## src/rtl/button_pulse_gen.sv

```systemverilog
// Push-button conditioner: synchronizes and debounces a raw switch, then
// produces a press pulse on acceptance, auto-repeat pulses while held, and
// a release pulse when the debounced level drops. All outputs are registered.
module button_pulse_gen #(
  parameter int DEBOUNCE_LIMIT = 250000,
  parameter int HOLD_LIMIT     = 12500000,
  parameter int REPEAT_LIMIT   = 2500000
) (
  input  logic i_Clk,
  input  logic i_Rst_L,
  input  logic i_Switch,
  output logic o_Level,
  output logic o_Press,
  output logic o_Release,
  output logic o_Repeat_Active
);

  localparam int DB_W    = $clog2(DEBOUNCE_LIMIT + 1);
  localparam int TMR_MAX = (HOLD_LIMIT > REPEAT_LIMIT) ? HOLD_LIMIT : REPEAT_LIMIT;
  localparam int TMR_W   = $clog2(TMR_MAX + 1);

  localparam logic [DB_W-1:0]  DB_LAST   = DB_W'(DEBOUNCE_LIMIT - 1);
  localparam logic [TMR_W-1:0] HOLD_LAST = TMR_W'(HOLD_LIMIT - 1);
  localparam logic [TMR_W-1:0] RPT_LAST  = TMR_W'(REPEAT_LIMIT - 1);

  typedef enum logic [1:0] {
    ST_IDLE   = 2'b00,
    ST_HOLD   = 2'b01,
    ST_REPEAT = 2'b10
  } state_t;

  logic             sync1_q;
  logic             sync2_q;
  logic [DB_W-1:0]  db_cnt_q,  db_cnt_d;
  logic             level_q,   level_d;
  logic             toggle_s;
  state_t           state_q,   state_d;
  logic [TMR_W-1:0] timer_q,   timer_d;
  logic             press_q,   press_d;
  logic             release_q, release_d;
  logic             rpt_q,     rpt_d;
  logic             rise_s;
  logic             fall_s;

  // Two-flop synchronizer for the asynchronous switch input.
  always_ff @(posedge i_Clk) begin
    if (!i_Rst_L) begin
      sync1_q <= 1'b0;
      sync2_q <= 1'b0;
    end else begin
      sync1_q <= i_Switch;
      sync2_q <= sync1_q;
    end
  end

  // Debounce: count consecutive cycles the synchronized input disagrees with
  // the accepted level; flip the level when the count completes.
  always_comb begin
    db_cnt_d = '0;
    level_d  = level_q;
    toggle_s = 1'b0;
    if (sync2_q != level_q) begin
      if (db_cnt_q == DB_LAST) begin
        toggle_s = 1'b1;
        level_d  = ~level_q;
        db_cnt_d = '0;
      end else begin
        db_cnt_d = db_cnt_q + DB_W'(1);
      end
    end else begin
      db_cnt_d = '0;
    end
  end

  assign rise_s = toggle_s & ~level_q;
  assign fall_s = toggle_s &  level_q;

  // Hold/repeat FSM next-state and pulse decode; release wins over timer expiry.
  always_comb begin
    state_d   = state_q;
    timer_d   = '0;
    press_d   = 1'b0;
    release_d = 1'b0;
    case (state_q)
      ST_IDLE: begin
        if (rise_s) begin
          state_d = ST_HOLD;
          press_d = 1'b1;
        end else begin
          state_d = ST_IDLE;
        end
      end
      ST_HOLD: begin
        if (fall_s) begin
          state_d   = ST_IDLE;
          release_d = 1'b1;
        end else if (timer_q == HOLD_LAST) begin
          state_d = ST_REPEAT;
          press_d = 1'b1;
        end else begin
          timer_d = timer_q + TMR_W'(1);
        end
      end
      ST_REPEAT: begin
        if (fall_s) begin
          state_d   = ST_IDLE;
          release_d = 1'b1;
        end else if (timer_q == RPT_LAST) begin
          press_d = 1'b1;
        end else begin
          timer_d = timer_q + TMR_W'(1);
        end
      end
      default: begin
        state_d = ST_IDLE;
      end
    endcase
    rpt_d = (state_d == ST_REPEAT);
  end

  // Register debounce state, FSM state and every output.
  always_ff @(posedge i_Clk) begin
    if (!i_Rst_L) begin
      db_cnt_q  <= '0;
      level_q   <= 1'b0;
      state_q   <= ST_IDLE;
      timer_q   <= '0;
      press_q   <= 1'b0;
      release_q <= 1'b0;
      rpt_q     <= 1'b0;
    end else begin
      db_cnt_q  <= db_cnt_d;
      level_q   <= level_d;
      state_q   <= state_d;
      timer_q   <= timer_d;
      press_q   <= press_d;
      release_q <= release_d;
      rpt_q     <= rpt_d;
    end
  end

  assign o_Level         = level_q;
  assign o_Press         = press_q;
  assign o_Release       = release_q;
  assign o_Repeat_Active = rpt_q;

endmodule
```

## config.mk

```make
export PLATFORM = sky130hd
export DESIGN_NAME = button_pulse_gen
export DESIGN_NICKNAME = d
export VERILOG_FILES = /design/src/rtl/button_pulse_gen.sv
export SDC_FILE = /design/constraint.sdc
export NUM_CORES = 1
export LEC_CHECK = 0
export BUFFER_PORTS_ARGS = -buffer_cell sky130_fd_sc_hd__buf_4
export CAP_MARGIN = 20
export CORE_MARGIN = 3
export CORE_UTILIZATION = 61
export DETAILED_ROUTE_END_ITERATION = 7
export MAX_ROUTING_LAYER = met4
export PLACE_DENSITY = 0.84
export SYNTH_ARGS = -nofsm -noshare
export SYNTH_HDL_FRONTEND = slang
export SYNTH_SLANG_ARGS = --single-unit
```

## constraint.sdc

```tcl
create_clock -name i_Clk -period 2.3 [get_ports i_Clk]
set_input_delay 0.46 -clock i_Clk [delete_from_list [all_inputs] [get_ports i_Clk]]
set_output_delay 0.46 -clock i_Clk [all_outputs]
set_load 0.005 [all_outputs]
```

---- Yosys cells after proc, flatten, opt, wreduce, memory -nomap -nowiden ----
Cells that the tools add are included.
word-level totals
  logic and storage cells ................. 47
  memory bits (read-only) ................. 0
  output and inout bits ................... 4
  flip-flop bits (word level) ............. 50
  input port bits ......................... 3
  memories ................................ 0
  memory bits (writable) .................. 0
  bits in latches ......................... 0
cells by class
  multiply operators ...................... 0
  add/sub/neg operators ................... 2
  div/mod/pow operators ................... 0
  reduce and logical (&&, ||, !) cells .... 5
  multiplexer cells ....................... 19
  order comparisons ....................... 0
  equal/unequal tests ..................... 7
  shift-type cells ........................ 0
  bitwise operators ....................... 5
operator list
  cell                     count
  $mux W24                 4
  $pmux W24 S2             1
  $add A24 B1 Y24 const B  1
  $eq A24 B22 Y1 const B   1
  $eq A24 B24 Y1 const B   1
  $add A18 B1 Y18 const B  1
  $eq A18 B18 Y1 const B   1
  $mux W1                  9
  $mux W2                  3
  $pmux W2 S3              1
  $eq A2 B2 Y1 const B     2
  $reduce_and A2 Y1        2
  $not A1 Y1               3
  $pmux W1 S3              1
  $reduce_or A3 Y1         1
  $and A1 B1 Y1            2
  $eq A2 B1 Y1 const B     1
  $logic_not A2 Y1         1
  $reduce_or A2 Y1         1
  $ne A1 B1 Y1             1

---- Logic depth before layout (Yosys ltp) ----
Gate-level depths: netlist (run 1).
  depth after elaboration ................. 7
  gate-level depth with buffers ........... 7
  gate-level depth less buffers ........... 7

---- Worst setup path before layout (run 1) ----
OpenSTA, ideal clock, no wires.
  kind .................................... reg2reg
  from .................................... reg timer_q[0]
  to ...................................... reg timer_q[17]
  slack ................................... 0.471 ns
  stages on the path, launching flop included .. 8
  clock period less this slack ............ 1.829 ns
  buffers on the path ..................... 1
  arrival ................................. 1.714 ns
  data required time ...................... 2.185 ns
  setup time .............................. 0.115 ns
  path through ............................ dfxtp_1 ha_1 and4_2 nand3_1 o41ai_2 a211o_4 buf_6 nor2_1
between the ends
  word-level cells in the longest chain between the ends .. 4
  elaborated cells between the ends (all ways) .. 8
  those cells by class .................... add/sub (1); eq/ne (2); mux (5)
RTL lines
  item                                           line      source
  from (decl)                                    38        logic [TMR_W-1:0] timer_q, timer_d;
  from (signal assigned)                         135       timer_q <= timer_d;
  $add A24 B1 Y24, or another cell as far along  101, 111
  $mux W24 (on tied branches)                    108, 97
  $mux W24 (on tied branches)                    105, 94
  $pmux W24 S2 *                                 84        case (state_q)
Mark *: on every way between the ends. The rest lies on a longest branch, timed or not.
A chain may end at the register's enable or synchronous reset.

---- Worst setup path after layout (run 1) ----
  from .................................... reg timer_q[0]
  to ...................................... reg timer_q[10]
The elaborated chain is that of the path after synthesis.

==> flow_summary_export.csv, run 1 <==
group,metric,value,unit
run_status,status,"finished, final reports clean",
power_and_ir_drop,ir_drop,0.000388,V
synthesis,ys.flop_type,"dfxtp_1",
detailed_routing,routedWlPerCell,13.2,um
detailed_routing,drc_errors,0,
power_and_ir_drop,combPwrFrac,0.8,%
sta,fin_crit,2020,ps
grt,grt_pass1_vias,1582,
cts,clk_latency,300,ps
synthesis,synth_nets,266,
worst_setup_path,max_stage_delay,450,ps
cts,cts.path.max_buffers,2,
min_path,min_path_cells,2,
placement,hpwl,2820,um
cts,ctsHoldBuffers,0,
grt,grt_start_max_net_pins,25,
worst_setup_path,path_cells,"ha_1 > and4_2 > nand3_1 > o41ai_2 > a211o_4 > nor2_1",
layout,fill_cells,290,
detailed_routing,postRouteWirelength,4130,um
worst_setup_path,path_max_fanout,24,
sta,rsz0062_at_grt,"false",
cts,cts.sinks,50,
cts,cts_tree,"done",
synthesis,synth_edf_count,0,
synthesis,yosys.area_share.adder,3.16,%
floorplan,die-area,4680,um^2
sta,fmax,0.496,GHz
grt,grt_usage,19.6,%
sta,drv_slew,0,
layout,synthToLayoutAreaGrowth,7.48,%
cts,cts_post_setup_buffers_inserted,0,
worst_setup_path,r2r_end,"timer_q[10]",
cts,clkTransAtPathRegs,90,ps
sta,hold_viol,0,
sta,worstMarginPinSlew,636,ps
power_and_ir_drop,p_sw,282,uW
detailed_routing,drt_pre_antenna_iters,4,
sta,skew,7.48,ps
grt,grt_pass1_wl,6730,um
floorplan,start_util,63.9,%
floorplan,io_pins,7,
worst_setup_path,r2r_setup_slack,280,ps
layout,fin_nets,274,
worst_setup_path,timing.critical_path.buf_inv,0,
placement,routabilityCongestion,0.803,
power_and_ir_drop,internal_power,1.20,mW
synthesis,yosys_register_bits,50,
synthesis,synth_compound_area_share,4.69,%
sta,tns,0,ps
min_path,hold_end,"sync1_q",
cts,cts_made_buffers,5,
min_path,hold_start,"i_Switch",
placement,portBuffers,6,
detailed_routing,drtIter0Drc,82,
cts,htreeDepth,2,
sta,hold_slack,372,ps
worst_setup_path,start_kind,"flip-flop",
worst_setup_path,arrival,2200,ps
synthesis,yosysSeqAreaShare,42.1,%
sta,finalCritPeriodShare,87.6,%
synthesis,syn_avg_cell_area,9.24,um^2
run,cap_violations,0,
power_and_ir_drop,clkPwrFrac,40.5,%
cts,cts_root_buf,"clkbuf_8",
synthesis,synth_top_family_by_area,"simple AND/OR/NAND/NOR gates",
floorplan,rows,22,
detailed_routing,via_per_inst,5.64,
synthesis,synth_mux_area_share,0,%
floorplan,die_y,68.4,um
min_path,hp-class,"in -> reg",
power_and_ir_drop,cellPowerDensity,580,nW/um^2
worst_setup_path,end_kind,"flip-flop",
layout,drive_gt1_share,12.0,%
detailed_routing,vias,1772,
sta,slew_headroom,57.3,%
grt,antenna_found_initial,0,
worst_setup_path,r2r-start,"timer_q[0]",
synthesis,postSynthCellCount,257,
synthesis,synthSimpleGateAreaFrac,32.8,%
layout,n_antenna_cell,0,
worst_setup_path,critPathTopFamily,"compound AO/OA/AOI/OAI gates",
detailed_routing,ant_nets,0,
synthesis,synth-xor-area-share,14.4,%
power_and_ir_drop,seqPwrFrac,58.7,%
cts,cts-resized-gates,0,
worst_setup_path,reg2reg_depth,6,
grt,grt-ovfl-total,0,
worst_setup_path,crit_type,"reg -> reg",
floorplan,die_w,68.4,um
synthesis,synth_cell_types,46,
synthesis,syn_area,2370,um^2
sta,setup_viol,0,
floorplan,core-area,3720,um^2
power_and_ir_drop,switching_share,19.1,%
synthesis,synthArstFlopShare,0,%
synthesis,synth_warnings,0,
worst_setup_path,cp_slowest_cell,"o41ai_2",
power_and_ir_drop,total_leakage_power,0.818,nW
worst_setup_path,crit_required,2490,ps
## registers in the layout, summed over array words and instances, names as in the netlist
register         flops
sync1_q              1
o_Level              1
o_Press              1
o_Repeat_Active      1
timer_q             24
o_Release            1
db_cnt_q            18
state_q              2
sync2_q              1
## power by group through the flow
stage	logic, mW	registers, mW	clock network, mW
after floorplan	0.00611	0.888	0
after global placement	0.0114	0.889	0
after detailed placement	0.0118	0.889	0
after CTS	0.0119	0.868	0.613
after global routing	0.0132	0.869	0.651
final	0.0119	0.868	0.600
## placed cells by master (no fill, tap or decap), types with 2 or more instances in the layout
cell type  netlist  layout
and2_1           2       2
and3_1           7       7
and4_1           4       4
buf_4            0       7
clkbuf_1         1       2
clkbuf_8         0       5
dfxtp_1         50      50
ha_1             6       6
inv_1            7       7
nand2_1         16      16
nand2b_1         2       2
nand3_1         17      17
nand4_1         11      11
nor2_1          48      48
nor2b_1          2       2
nor3_1           3       3
nor3_2           5       5
nor4_1           3       3
nor4_4           2       2
o21ai_0          2       2
or3_1            2       2
xnor2_1         19      19
xor2_1          20      20
## per-layer routing
metal	track usage [%]	up-vias	part of all wire [%]
met5	-	-	0
met4	7.69	0	1.3
met3	5.42	4	4.3
met2	32.3	33	48
met1	22.4	836	46
li1	-	899	-
## cell type report
type | count | area [um^2] | area share [%]
clock buffer | 7 | 76.3 | 2.99
clock inverter | 1 | 30.0 | 1.18
inverter | 7 | 26.3 | 1.03
multi-input combinational | 194 | 1310 | 51.2
sequential | 50 | 1000 | 39.2
tap | 48 | 60.1 | 2.35
timing repair buffer | 7 | 52.6 | 2.06
## metrics by stage
step / worst slack, ps / cell area (um^2) / total power [mW] / util (%) / instances
2_1_floorplan: 471 / 2370 / 0.895 / - / 257
3_3_place_gp: 340 / 2450 / 0.900 / 65.8 / 306
3_5_place_dp: 284 / 2450 / 0.901 / 65.8 / 306
4_1_cts: 284 / 2550 / 1.49 / 68.7 / 314
5_1_grt: 117 / 2550 / 1.53 / 68.7 / 314
6_report: 284 / 2550 / 1.48 / 68.7 / 314
## synth_stat cells, types with 2 or more instances
| library cell | instances | area [um^2] |
|---|---|---|
| dfxtp_1 | 50 | 1000 |
| nor2_1 | 48 | 180 |
| xor2_1 | 20 | 175 |
| xnor2_1 | 19 | 166 |
| nand3_1 | 17 | 85.1 |
| nand2_1 | 16 | 60.1 |
| nand4_1 | 11 | 68.8 |
| and3_1 | 7 | 43.8 |
| inv_1 | 7 | 26.3 |
| ha_1 | 6 | 75.1 |
| nor3_2 | 5 | 50.1 |
| and4_1 | 4 | 35.0 |
| buf_2 | 3 | 15.0 |
| nor3_1 | 3 | 15.0 |
| nor4_1 | 3 | 18.8 |
| and2_1 | 2 | 12.5 |
| buf_6 | 2 | 22.5 |
| nand2b_1 | 2 | 12.5 |
| nor2b_1 | 2 | 12.5 |
| nor4_4 | 2 | 42.5 |
| o21ai_0 | 2 | 10.0 |
| or3_1 | 2 | 12.5 |
## worst max path at each step
stage	slack [ps]	cells after the start	endpoint	from
final	280	6	timer_q[10]	timer_q[0]
after CTS	280	6	timer_q[9]	timer_q[0]
after global routing	120	6	timer_q[14]	timer_q[0]
after floorplan	470	7	timer_q[17]	timer_q[0]
after detailed placement	280	6	timer_q[9]	timer_q[0]
after global placement	340	6	timer_q[10]	timer_q[0]
## kinds of logic after synthesis
logic type / after synthesis
buffers and inverters: 13
XOR/XNOR: 39
adder cells (fa/ha/maj): 6
AO/OA/AOI/OAI: 12
AND/OR/NAND/NOR: 137
flip-flops: 50
Note: power is estimated with default switching activity, not from simulation.
==> run 2: changes to the inputs <==
- ABC_AREA: unset -> 1
- CORE_UTILIZATION: 61 -> 62
- PLACE_DENSITY: 0.84 -> 0.85
==> flow_summary_export.csv, run 2 <==
group,metric,value,unit
run_status,status,"finished, final reports clean",
placement,routabilityCongestion,0.947,
sta,setup_slack,526,ps
detailed_routing,vias,2277,
layout,fin_nets,400,
min_path,hp-class,"in -> reg",
synthesis,synthSimpleGateAreaFrac,40.6,%
sta,setup_viol,0,
cts,cts_tree,"done",
synthesis,yosys.area_share.adder,2.78,%
worst_setup_path,crit_type,"reg -> reg",
detailed_routing,wl_met3,191,um
synthesis,ys.flop_type,"dfxtp_1",
synthesis,synth_common_cells,"nand2_1, nor2_1, inv_1",
floorplan,start_util,65.7,%
detailed_routing,drtIter0Drc,190,
detailed_routing,drt_pre_antenna_iters,5,
cts,cts_made_buffers,5,
synthesis,synth_edf_count,0,
placement,hpwl,3980,um
power_and_ir_drop,ir_drop,0.000464,V
detailed_routing,ant_nets,0,
placement,dpl_worst_slack,548,ps
synthesis,synth_nets,391,
synthesis,synth_mux_area_share,0,%
synthesis,synth_top_family_by_area,"simple AND/OR/NAND/NOR gates",
synthesis,netlist.area_leader.share,37.0,%
layout,synthToLayoutAreaGrowth,6.30,%
floorplan,die-area,5190,um^2
sta,drv_slew,0,
power_and_ir_drop,total_leakage_power,1.06,nW
grt,grt_pass1_vias,2188,
worst_setup_path,critPathTopFamily,"simple AND/OR/NAND/NOR gates",
cts,htreeDepth,2,
layout,reg.largest.list,"timer_q x24, db_cnt_q x18, state_q x2",
grt,grt_usage,23.2,%
detailed_routing,routed.top_layer,"met4",
layout,final_cell_mix,"nand2_1, nor2_1, inv_1",
run,cap_violations,0,
synthesis,synth_cell_types,27,
sta,skew,5.91,ps
layout,drive_gt1_share,13.3,%
floorplan,core-area,4120,um^2
synthesis,yosys_register_bits,50,
worst_setup_path,timing.critical_path.buf_inv,0,
synthesis,synth_top_area_cell,"dfxtp_1",
synthesis,yosysSeqAreaShare,37.0,%
synthesis,synth_compound_area_share,3.33,%
layout,layout_commonest_cell,"nand2_1",
synthesis,synth_warnings,0,
sta,rsz0062_at_grt,"false",
synthesis,syn_avg_cell_area,7.07,um^2
floorplan,io_pins,7,
cts,clkTransAtPathRegs,90,ps
sta,fmax,0.564,GHz
layout,largest_reg_flops,24,
grt,grt_start_max_net_pins,22,
sta,worstMarginPinSlew,407,ps
floorplan,die_w,72.0,um
worst_setup_path,cp_slowest_cell,"dfxtp_1",
cts,clk_latency,300,ps
sta,slew_headroom,72.8,%
worst_setup_path,path_max_fanout,21,
layout,n_antenna_cell,0,
worst_setup_path,arrival,1970,ps
synthesis,synthArstFlopShare,0,%
layout,top_register,"timer_q",
worst_setup_path,crit_required,2490,ps
worst_setup_path,max_stage_delay,430,ps
sta,fin_crit,1770,ps
cts,ctsHoldBuffers,0,
synthesis,synth-xor-area-share,6.81,%
power_and_ir_drop,cellPowerDensity,520,nW/um^2
floorplan,rows,23,
grt,grt-ovfl-total,0,
sta,hold_viol,0,
detailed_routing,via_per_inst,5.15,
floorplan,die_y,72.0,um
detailed_routing,wl_met2,2500,um
detailed_routing,routedWlPerCell,11.8,um
detailed_routing,drc_errors,0,
worst_setup_path,start_kind,"flip-flop",
worst_setup_path,end_kind,"flip-flop",
synthesis,syn_area,2700,um^2
sta,tns,0,ps
detailed_routing,met1_length,2450,um
placement,portBuffers,6,
cts,cts_post_setup_buffers_inserted,0,
synthesis,synth.area.top_cells,"dfxtp_1, nand2_1, nor2_1",
synthesis,postSynthCellCount,382,
worst_setup_path,path_cells,"ha_1 > nand2_2 > nor2_4 > nand3_2 > nor3_2 > nor2_2 > nand2_4 > nor2_1",
sta,finalCritPeriodShare,77.1,%
grt,grt_pass1_wl,9340,um
cts,cts_root_buf,"clkbuf_8",
cts,cts.sinks,50,
cts,cts.path.max_buffers,2,
cts,cts-resized-gates,0,
grt,antenna_found_initial,0,
detailed_routing,postRouteWirelength,5220,um
synthesis,synth_most_common_cell,"nand2_1",
[run 2: worst paths after layout]
path            endpoint   startpoint  depth (start not counted)  slack, ps
min reg2reg      sync2_q      sync1_q                          2        430
min              sync1_q     i_Switch                          3        330
max          timer_q[20]  db_cnt_q[0]                          8        530
max reg2reg  timer_q[20]  db_cnt_q[0]                          8        530
[run 2: cell type report]
| type | count | area, um^2 |
|---|---|---|
| multi-input cells | 272 | 1450 |
| clock buffers | 5 | 68.8 |
| repair buffers | 6 | 45.0 |
| well taps | 50 | 62.6 |
| inverters | 56 | 210 |
| clock inverters | 3 | 40.0 |
| flip-flops and latches | 50 | 1000 |
| fillers | 382 | 1240 |
[run 2: cell families after synthesis]
group,after synthesis
compound gates,17
xor+xnor,21
fa+ha+maj,6
buf+inv,60
flops,50
simple gates,228
[run 2: per-stage QoR]
step | instances | total power [mW] | hold slack, ps | instance area [um^2] | util [%]
final | 442 | 1.49 | 335 | 2870 | 69.8
after global routing | 442 | 1.54 | 324 | 2870 | 69.8
after CTS | 442 | 1.51 | 328 | 2870 | 69.8
after detailed placement | 434 | 0.901 | 415 | 2760 | 67.2
after global placement | 434 | 0.901 | 407 | 2760 | 67.2
after floorplan | 382 | 0.896 | 390 | 2700 | -
[run 2: worst reg2reg max path: stages, from the launching register on]
cell     delay (ps)
dfxtp_1         430
ha_1            220
nand2_2          80
nor2_4          120
nand3_2         120
nor3_2          230
nor2_2          100
nand2_4         270
nor2_1           90
[run 2: routing by layer]
metal | vias to the layer above | GRT usage, %
met5 | - | -
met4 | 0 | 9.60
met3 | 6 | 5.26
met2 | 39 | 38.1
met1 | 1029 | 27.5
li1 | 1203 | -
[run 2: where the power goes]
group / internal (mW) / total (mW) / switching [mW]
logic: 0.00485 / 0.0125 / 0.00766
registers: 0.867 / 0.868 / 0.00140
clock network: 0.320 / 0.612 / 0.291
==> run 3: changes to the inputs <==
- clock period: 2.3 -> 1.7 ns (I/O delays scaled with it)
==> flow_summary_export.csv, run 3 (synthesis results as in run 2) <==
group,metric,value,unit
worst_setup_path,path_cells,"nand2_2 > nor2_4 > nand2_1 > nor2_1 > nand2_1 > nand2_2 > nand2_4 > nand2_8 > nor2_1",
worst_setup_path,crit_required,1900,ps
power_and_ir_drop,total_leakage_power,1.09,nW
floorplan,die_y,72.0,um
sta,hold_viol,0,
layout,fin_nets,409,
layout,synthToLayoutAreaGrowth,10.0,%
layout,layout_commonest_cell,"nand2_1",
worst_setup_path,end_kind,"flip-flop",
detailed_routing,routedWlPerCell,12.3,um
cts,htreeDepth,2,
grt,antenna_found_initial,0,
detailed_routing,vias,2365,
layout,drive_gt1_share,16.5,%
cts,cts_tree,"done",
sta,rsz0062_at_grt,"false",
min_path,hp-class,"in -> reg",
detailed_routing,drc_errors,0,
placement,hpwl,4270,um
grt,grt_use_met3,4.29,%
sta,worstMarginPinSlew,325,ps
sta,finalCritPeriodShare,91.0,%
run_status,status,"finished, final reports clean",
detailed_routing,drt_pre_antenna_iters,4,
power_and_ir_drop,ir_drop,0.000479,V
floorplan,die_w,72.0,um
power_and_ir_drop,power,2.02,mW
grt,grt_start_max_net_pins,22,
worst_setup_path,crit_type,"reg -> reg",
grt,grt_usage,24.2,%
layout,post-route-util,72.2,%
detailed_routing,postRouteWirelength,5550,um
layout,n_antenna_cell,0,
sta,skew,3.80,ps
placement,routabilityCongestion,0.882,
grt,grtUsageMet2,42.7,%
power_and_ir_drop,cellPowerDensity,678,nW/um^2
sta,setup_slack,153,ps
sta,fin_crit,1550,ps
worst_setup_path,max_stage_delay,420,ps
grt,grt_util_met1,27.7,%
worst_setup_path,start_kind,"flip-flop",
worst_setup_path,r2r_setup_slack,150,ps
cts,clk_latency,300,ps
detailed_routing,drtIter0Drc,232,
floorplan,die-area,5190,um^2
grt,grt_pass1_vias,2336,
cts,cts.path.max_buffers,2,
run,cap_violations,0,
worst_setup_path,cp_slowest_cell,"dfxtp_1",
floorplan,rows,23,
sta,slew_headroom,78.2,%
cts,ctsHoldBuffers,0,
worst_setup_path,path_max_fanout,21,
grt,grt_busiest_layer,"met2",
floorplan,core-area,4120,um^2
placement,dpl_cell_area,2840,um^2
sta,setup_viol,0,
grt,grt_pass1_wl,9820,um
detailed_routing,ant_nets,0,
layout,largest_reg_flops,24,
worst_setup_path,startpoint,"timer_q[11]",
layout,final_cell_mix,"nand2_1, nor2_1, inv_1",
sta,tns,0,ps
sta,fmax,0.646,GHz
cts,cts_root_buf,"clkbuf_8",
layout,top_register,"timer_q",
grt,grt-ovfl-total,0,
sta,drv_slew,0,
layout,reg.largest.list,"timer_q x24, db_cnt_q x18, state_q x2",
floorplan,io_pins,7,
worst_setup_path,r2r-start,"timer_q[11]",
placement,dpl_worst_slack,47.5,ps
cts,cts.sinks,50,
min_path,hold_start,"i_Switch",
cts,clkTransAtPathRegs,90,ps
layout,design_area,2970,um^2
placement,portBuffers,6,
worst_setup_path,arrival,1740,ps
cts,cts_made_buffers,5,
detailed_routing,via_per_inst,5.24,
floorplan,start_util,65.7,%
## run 3: worst paths after layout
kind	to	depth (start not counted)
hold / removal	sync1_q	3
setup reg to reg	timer_q[20]	9
setup / recovery	timer_q[20]	9
hold reg to reg	sync2_q	2
## run 3: cell type report
| type | count | area (um^2) |
|---|---|---|
| clock buffers | 7 | 76.3 |
| multi-input cells | 272 | 1460 |
| clock inverters | 1 | 30.0 |
| flip-flops and latches | 50 | 1000 |
| well taps | 50 | 62.6 |
| fillers | 322 | 1140 |
| inverters | 56 | 210 |
| repair buffers | 15 | 125 |
## run 3: repair_timing
item / 4_1_cts / 5_1_grt
setup buffers: 0 / 0
endpoints found under the setup margin: 0 / 26
gates resized for setup: 0 / 8
## run 3: metal layers
metal	routed length, um	share of wire (%)	vias up
li1	-	-	1225
met3	227	4.1	8
met1	2350	42	1078
met2	2890	52	54
met5	0	0	-
met4	70	1.3	0
## run 3: where the power goes
part	switching, mW	internal (mW)	total [mW]	leakage, nW
combinational	0.0119	0.00969	0.0215	0.632
sequential	0.00114	1.17	1.17	0.405
clock	0.380	0.441	0.821	0.0524
## run 3: metrics by stage
stage / hold WS, ps / std cells
after CTS: 208 / 451
final: 217 / 451
after detailed placement: 409 / 443
after global placement: 401 / 443
after floorplan: 390 / 382
after global routing: 220 / 451
## run 3: critical path: cells and delay by family (launching register included)
family	cells	cell delay [ps]
AND/OR/NAND/NOR	9	1020
flip-flops	1	420
